$ cat config.mk
export PLATFORM = sky130hd
export DESIGN_NAME = div_eu
export DESIGN_NICKNAME = d
export VERILOG_FILES = /design/src/rtl/div_eu.sv
export SDC_FILE = /design/constraint.sdc
export NUM_CORES = 1
export LEC_CHECK = 0
export CAP_MARGIN = 20
export CORE_ASPECT_RATIO = 0.6
export CORE_UTILIZATION = 40
export CTS_CLUSTER_DIAMETER = 150
export DETAILED_ROUTE_END_ITERATION = 16
export SLEW_MARGIN = 15
export SYNTH_ARGS = -nofsm -noshare
export SYNTH_HDL_FRONTEND = slang
export SYNTH_SLANG_ARGS = --single-unit
$ cat constraint.sdc
create_clock -name clk_i -period 7 [get_ports clk_i]
set_input_delay 1.05 -clock clk_i [delete_from_list [all_inputs] [get_ports clk_i]]
set_output_delay 1.05 -clock clk_i [all_outputs]
set_load 0.01 [all_outputs]
$ cat src/rtl/div_eu.sv
// rtl/div_eu.sv - iterative radix-2 DIV/DIVU/REM/REMU execution unit with RS handshake
// Optional early-out for divisor zero, signed overflow and |rs1| < |rs2|: DIV_EU_FAST_SPECIAL_EN
module div_eu #(
    parameter int XLEN       = 64,
    parameter int RS_DEPTH   = 4,
    parameter int EU_CTL_LEN = 2,
    parameter int EXCEPT_LEN = 2
) (
    input  logic                        clk_i,
    input  logic                        rst_n_i,
    input  logic                        flush_i,
    input  logic                        valid_i,
    output logic                        ready_o,
    input  logic [EU_CTL_LEN-1:0]       ctl_i,
    input  logic [$clog2(RS_DEPTH)-1:0] entry_idx_i,
    input  logic [XLEN-1:0]             rs1_i,
    input  logic [XLEN-1:0]             rs2_i,
    output logic                        valid_o,
    input  logic                        ready_i,
    output logic [$clog2(RS_DEPTH)-1:0] entry_idx_o,
    output logic [XLEN-1:0]             result_o,
    output logic                        except_raised_o,
    output logic [EXCEPT_LEN-1:0]       except_code_o
);

    localparam int IDXW = $clog2(RS_DEPTH);
    localparam int CNTW = $clog2(XLEN);

`ifdef DIV_EU_FAST_SPECIAL_EN
    localparam bit FAST_EN = 1'b1;
`else
    localparam bit FAST_EN = 1'b0;
`endif

    typedef enum logic [1:0] {
        S_IDLE,
        S_BUSY,
        S_DONE
    } state_t;

    state_t            r_state;
    logic              r_ready;
    logic              r_valid;
    logic [XLEN-1:0]   r_result;
    logic [IDXW-1:0]   r_tag;
    logic              r_is_rem;
    logic              r_neg_q;
    logic              r_neg_r;
    logic [XLEN-1:0]   r_div;
    logic [XLEN-1:0]   r_rem;
    logic [XLEN-1:0]   r_quot;
    logic [CNTW-1:0]   r_cnt;

    logic              w_signed;
    logic              w_is_rem;
    logic              w_s1;
    logic              w_s2;
    logic [XLEN-1:0]   w_abs1;
    logic [XLEN-1:0]   w_abs2;
    logic              w_div0;
    logic              w_ovf;
    logic              w_small;
    logic              w_fast;
    logic [XLEN-1:0]   w_fast_res;
    logic [XLEN:0]     w_rem_sh;
    logic [XLEN:0]     w_trial;
    logic              w_no_borrow;
    logic [XLEN-1:0]   w_rem_nx;
    logic [XLEN-1:0]   w_quot_nx;
    logic [XLEN-1:0]   w_q_fin;
    logic [XLEN-1:0]   w_r_fin;

    // ctl_i[0] selects unsigned, ctl_i[1] selects remainder
    assign w_signed = ~ctl_i[0];
    assign w_is_rem = ctl_i[1];
    assign w_s1     = w_signed & rs1_i[XLEN-1];
    assign w_s2     = w_signed & rs2_i[XLEN-1];
    assign w_abs1   = w_s1 ? -rs1_i : rs1_i;
    assign w_abs2   = w_s2 ? -rs2_i : rs2_i;
    assign w_div0   = (rs2_i == '0);
    assign w_ovf    = w_signed && (rs1_i == {1'b1, {(XLEN-1){1'b0}}}) && (rs2_i == '1);
    assign w_small  = (w_abs1 < w_abs2);
    assign w_fast   = w_div0 | w_ovf | w_small;

    always_comb begin
        w_fast_res = '0;
        if (w_div0) begin
            w_fast_res = w_is_rem ? rs1_i : '1;
        end else if (w_ovf) begin
            w_fast_res = w_is_rem ? '0 : rs1_i;
        end else begin
            w_fast_res = w_is_rem ? rs1_i : '0;
        end
    end

    // Restoring step: the remainder stays below the divisor, so one guard bit suffices
    assign w_rem_sh    = {r_rem, r_quot[XLEN-1]};
    assign w_trial     = w_rem_sh - {1'b0, r_div};
    assign w_no_borrow = ~w_trial[XLEN];
    assign w_rem_nx    = w_no_borrow ? w_trial[XLEN-1:0] : w_rem_sh[XLEN-1:0];
    assign w_quot_nx   = {r_quot[XLEN-2:0], w_no_borrow};
    assign w_q_fin     = r_neg_q ? -w_quot_nx : w_quot_nx;
    assign w_r_fin     = r_neg_r ? -w_rem_nx : w_rem_nx;

    always_ff @(posedge clk_i or negedge rst_n_i) begin
        if (!rst_n_i) begin
            r_state  <= S_IDLE;
            r_ready  <= 1'b1;
            r_valid  <= 1'b0;
            r_result <= '0;
            r_tag    <= '0;
            r_is_rem <= 1'b0;
            r_neg_q  <= 1'b0;
            r_neg_r  <= 1'b0;
            r_div    <= '0;
            r_rem    <= '0;
            r_quot   <= '0;
            r_cnt    <= '0;
        end else if (flush_i) begin
            r_state <= S_IDLE;
            r_valid <= 1'b0;
            r_ready <= 1'b1;
        end else begin
            case (r_state)
                S_IDLE: begin
                    if (valid_i) begin
                        r_tag    <= entry_idx_i;
                        r_is_rem <= w_is_rem;
                        // A zero divisor must yield all ones regardless of operand signs
                        r_neg_q  <= (w_s1 ^ w_s2) & ~w_div0;
                        r_neg_r  <= w_s1;
                        r_div    <= w_abs2;
                        r_quot   <= w_abs1;
                        r_rem    <= '0;
                        r_cnt    <= CNTW'(XLEN - 1);
                        r_ready  <= 1'b0;
                        if (FAST_EN && w_fast) begin
                            r_result <= w_fast_res;
                            r_valid  <= 1'b1;
                            r_state  <= S_DONE;
                        end else begin
                            r_state  <= S_BUSY;
                        end
                    end
                end
                S_BUSY: begin
                    r_rem  <= w_rem_nx;
                    r_quot <= w_quot_nx;
                    r_cnt  <= r_cnt - CNTW'(1);
                    if (r_cnt == '0) begin
                        r_result <= r_is_rem ? w_r_fin : w_q_fin;
                        r_valid  <= 1'b1;
                        r_state  <= S_DONE;
                    end
                end
                S_DONE: begin
                    if (ready_i) begin
                        r_valid <= 1'b0;
                        r_ready <= 1'b1;
                        r_state <= S_IDLE;
                    end
                end
                default: begin
                    r_state <= S_IDLE;
                    r_valid <= 1'b0;
                    r_ready <= 1'b1;
                end
            endcase
        end
    end

    assign ready_o         = r_ready;
    assign valid_o         = r_valid;
    assign result_o        = r_result;
    assign entry_idx_o     = r_tag;
    assign except_raised_o = 1'b0;
    assign except_code_o   = '0;

endmodule

==> run metrics <==
min Tclk post-route=6.52 ns; worst vdd ir=0.280 mV; post-synth cell types=94; Worst-Margin Slew=0.978 ns; Max-cap violations=0; Max FO, Critical Path=9; Detail Route Antenna Nets=0; Pre-antenna DRT Iters=6; PortBufs=204; area delta synth->final=16.0%; Detailed Route WL=87.0 mm; maximum number of pins on one net before global-route repair=131; area of the core=57700 µm²; Clock Latency Late Sink=0.58 ns; DRC violations left=0; Initial Util=40.6%; fin util=47.1%; die width=314 µm; most common cell after layout, fill and taps aside=nand2_1; clk root buf=clkbuf_16; hold_buf cts=0; Std-Cell Rows=68; critical path startpoint category=register; DRT iter0 DRCs=2853; WP data required=7.47 ns; Worst path max stage delay=0.90 ns; H-tree level count=1; RSZ-0062 raised after global routing=false; Synth Cell Area=23400 µm²; vias=24200; CTS buffer count=29; most frequent cells in the layout=nand2_1, o21ai_0, nor2_1, dfrtp_1, a21oi_1; Rel. slew slack=33.1%; max frequency=0.153 GHz; Setup Fix Bufs, Post-CTS=0; post-CTS sizing=0; status=completed; Synth Register Bits=271; predominant post-synthesis flop cell=dfrtp_1; cell count after synthesis=3124; DR WL/cell=21.7 µm; Avg Synthesized Cell Area=7.50 µm²; routability cong.=0.980; Leak=11.0 nW; overall die area=59600 µm²; global-route wire length before repair=133 mm; Die Y=189 µm; asr flop ratio synth=100%; initial antenna violation count=1; GRT overflow=0; Final Max Tran Viols=0; Min-Delay Path Class=in2async; clk buf depth=3; nets=3427; period utilization=93.1%; vias in the first global route=22100; Filler cells=5682; Clock transition at path regs=0.07 ns; CP arrival=6.99 ns; Multi-input gate area=15600 µm²; Post-synth EDFFs=0; Largest delay share family, worst path=compound AO/OA/AOI/OAI gates; drt via density=6.04; sequential area share after synthesis=29.0%; Yosys warning total=0; CP max stage cell=a2111oi_0; worst clock skew=0.0133 ns; pwr/cell area=469 nW/µm²; kind of critical path=reg2reg; CP Cell Sequence=ha_1 > nand4_1 > a2111oi_1 > a211oi_2 > or3_1 > a2111oi_0 > o21ai_0 > o211ai_1 > xor2_1 > o31ai_1 > nand2_1 > nor4_1 > nor3_1 > o41ai_1; Top Ports=208; Final setup viols=0; layout cells sized above 1=5.06%; Sinks on Clock Net=271; Critical path buffers and inverters=0; Fin Setup TNS=0 ns; hold violation count in the final report=0; area taken by flip-flops and latches=6790 µm²; CTS tree=done; Setup crit end kind=register; Total GRT Usage=28.3%; hpwl dp=67.9 mm
==> cell type report <==
cell class / count / share of cell area (%)
tap: 770 / 3.55
clock buffer: 40 / 3.08
multi-input combinational: 2580 / 57.5
timing repair buffer: 241 / 8.70
antenna: 1 / 0.00921
sequential: 271 / 25.0
inverter: 96 / 1.34
clock inverter: 13 / 0.815
==> logic make-up (layout without fill, tap and decap cells) <==
| kind of cell | after synthesis | count (layout) | share of synthesized area (%) |
|---|---|---|---|
| AO/OA/AOI/OAI | 981 | 981 | 25.3 |
| XOR/XNOR | 271 | 271 | 10.1 |
| adder cells (fa/ha/maj) | 71 | 71 | 3.82 |
| buffers and inverters | 275 | 390 | 4.60 |
| flip-flops | 271 | 271 | 29.0 |
| multiplexers | 77 | 77 | 3.38 |
| other | 1 | 4 | 0.0160 |
| AND/OR/NAND/NOR | 1177 | 1177 | 23.8 |
==> layer usage <==
| layer | vias to the layer above | share of wire, % | routed length [µm] | GRT usage, % |
|---|---|---|---|---|
| met4 | 2 | 1.8 | 1550 | 4.85 |
| met3 | 103 | 8.3 | 7180 | 5.12 |
| met5 | - | 0.010 | 9 | 0 |
| li1 | 11500 | - | - | - |
| met2 | 953 | 43 | 37400 | 42.5 |
| met1 | 11700 | 47 | 40900 | 42.3 |
==> flip-flops by register name, indices dropped and copies added (netlist names) <==
name	cells
entry_idx_o	2
r_cnt	6
r_div	64
r_is_rem	1
r_neg_q	1
r_neg_r	1
r_quot	64
r_rem	64
r_state	2
ready_o	1
result_o	64
valid_o	1
==> Yosys cell counts (7+ instances only) <==
library cell | n | area, µm²
a211oi_1 | 21 | 158
a21boi_0 | 10 | 75.1
a21o_1 | 27 | 203
a21oi_1 | 259 | 1300
a22oi_1 | 16 | 120
a31oi_1 | 48 | 300
a41oi_1 | 7 | 61.3
and2_1 | 7 | 43.8
and3_1 | 21 | 131
and4_1 | 16 | 140
buf_1 | 15 | 56.3
buf_2 | 17 | 85.1
clkbuf_1 | 141 | 529
dfrtp_1 | 270 | 6760
ha_1 | 70 | 876
inv_1 | 95 | 357
mux2_2 | 17 | 191
mux2i_1 | 60 | 601
nand2_1 | 458 | 1720
nand2b_1 | 24 | 150
nand3_1 | 36 | 180
nand3b_1 | 8 | 60.1
nand4_1 | 43 | 269
nor2_1 | 288 | 1080
nor2b_1 | 15 | 93.8
nor3_1 | 71 | 355
nor4_1 | 35 | 219
nor4b_1 | 7 | 61.3
o2111ai_1 | 8 | 70.1
o211ai_1 | 23 | 173
o21a_1 | 16 | 120
o21ai_0 | 361 | 1810
o21ai_1 | 11 | 55.1
o21bai_1 | 7 | 52.6
o22ai_1 | 12 | 75.1
o31a_1 | 8 | 70.1
o31ai_1 | 57 | 428
o41ai_1 | 25 | 219
or2_2 | 20 | 125
or3_1 | 56 | 350
or4_1 | 43 | 323
xnor2_1 | 109 | 955
xor2_1 | 162 | 1420
==> worst reg2reg max path, stage by stage (launching register included) <==
cell,delay [ns]
dfrtp_1,0.45
ha_1,0.50
nand4_1,0.14
a2111oi_1,0.67
a211oi_2,0.24
or3_1,0.45
a2111oi_0,0.90
o21ai_0,0.45
o211ai_1,0.41
xor2_1,0.17
o31ai_1,0.56
nand2_1,0.28
nor4_1,0.77
nor3_1,0.10
o41ai_1,0.35
==> through the flow <==
step	setup slack (ns)	hold WS (ns)	area [µm²]	total power [mW]	instances
2_1_floorplan	0.703	0.450	23400	8.04	3126
3_3_place_gp	0.758	0.460	26100	10.7	3957
3_5_place_dp	0.652	0.466	26100	10.7	3957
4_1_cts	0.591	0.486	27100	12.5	4010
5_1_grt	0.0959	0.495	27200	13.5	4011
6_report	0.482	0.436	27200	12.7	4012
==> path summary, 6_finish.rpt <==
check                      depth (start not counted)  startpoint           end  slack [ns]
max                                               14    r_rem[9]  result_o[58]        0.48
min                                                1     rst_n_i      r_div[5]        0.44
max reg2reg                                       14    r_rem[9]  result_o[58]        0.48
min reg2reg                                        2   r_div[48]     r_div[48]        0.48
max in group asynchronous                          2     rst_n_i       r_neg_q        5.20
min in group clk_i                                 2   r_div[48]     r_div[48]        0.48
==> power breakdown <==
| group | switching [mW] | internal (mW) | total (mW) |
|---|---|---|---|
| sequential | 0.458 | 1.90 | 2.36 |
| combinational | 5.72 | 2.89 | 8.61 |
| clock | 0.723 | 1.05 | 1.78 |
No activity file was read; power rests on OpenSTA's default activity.
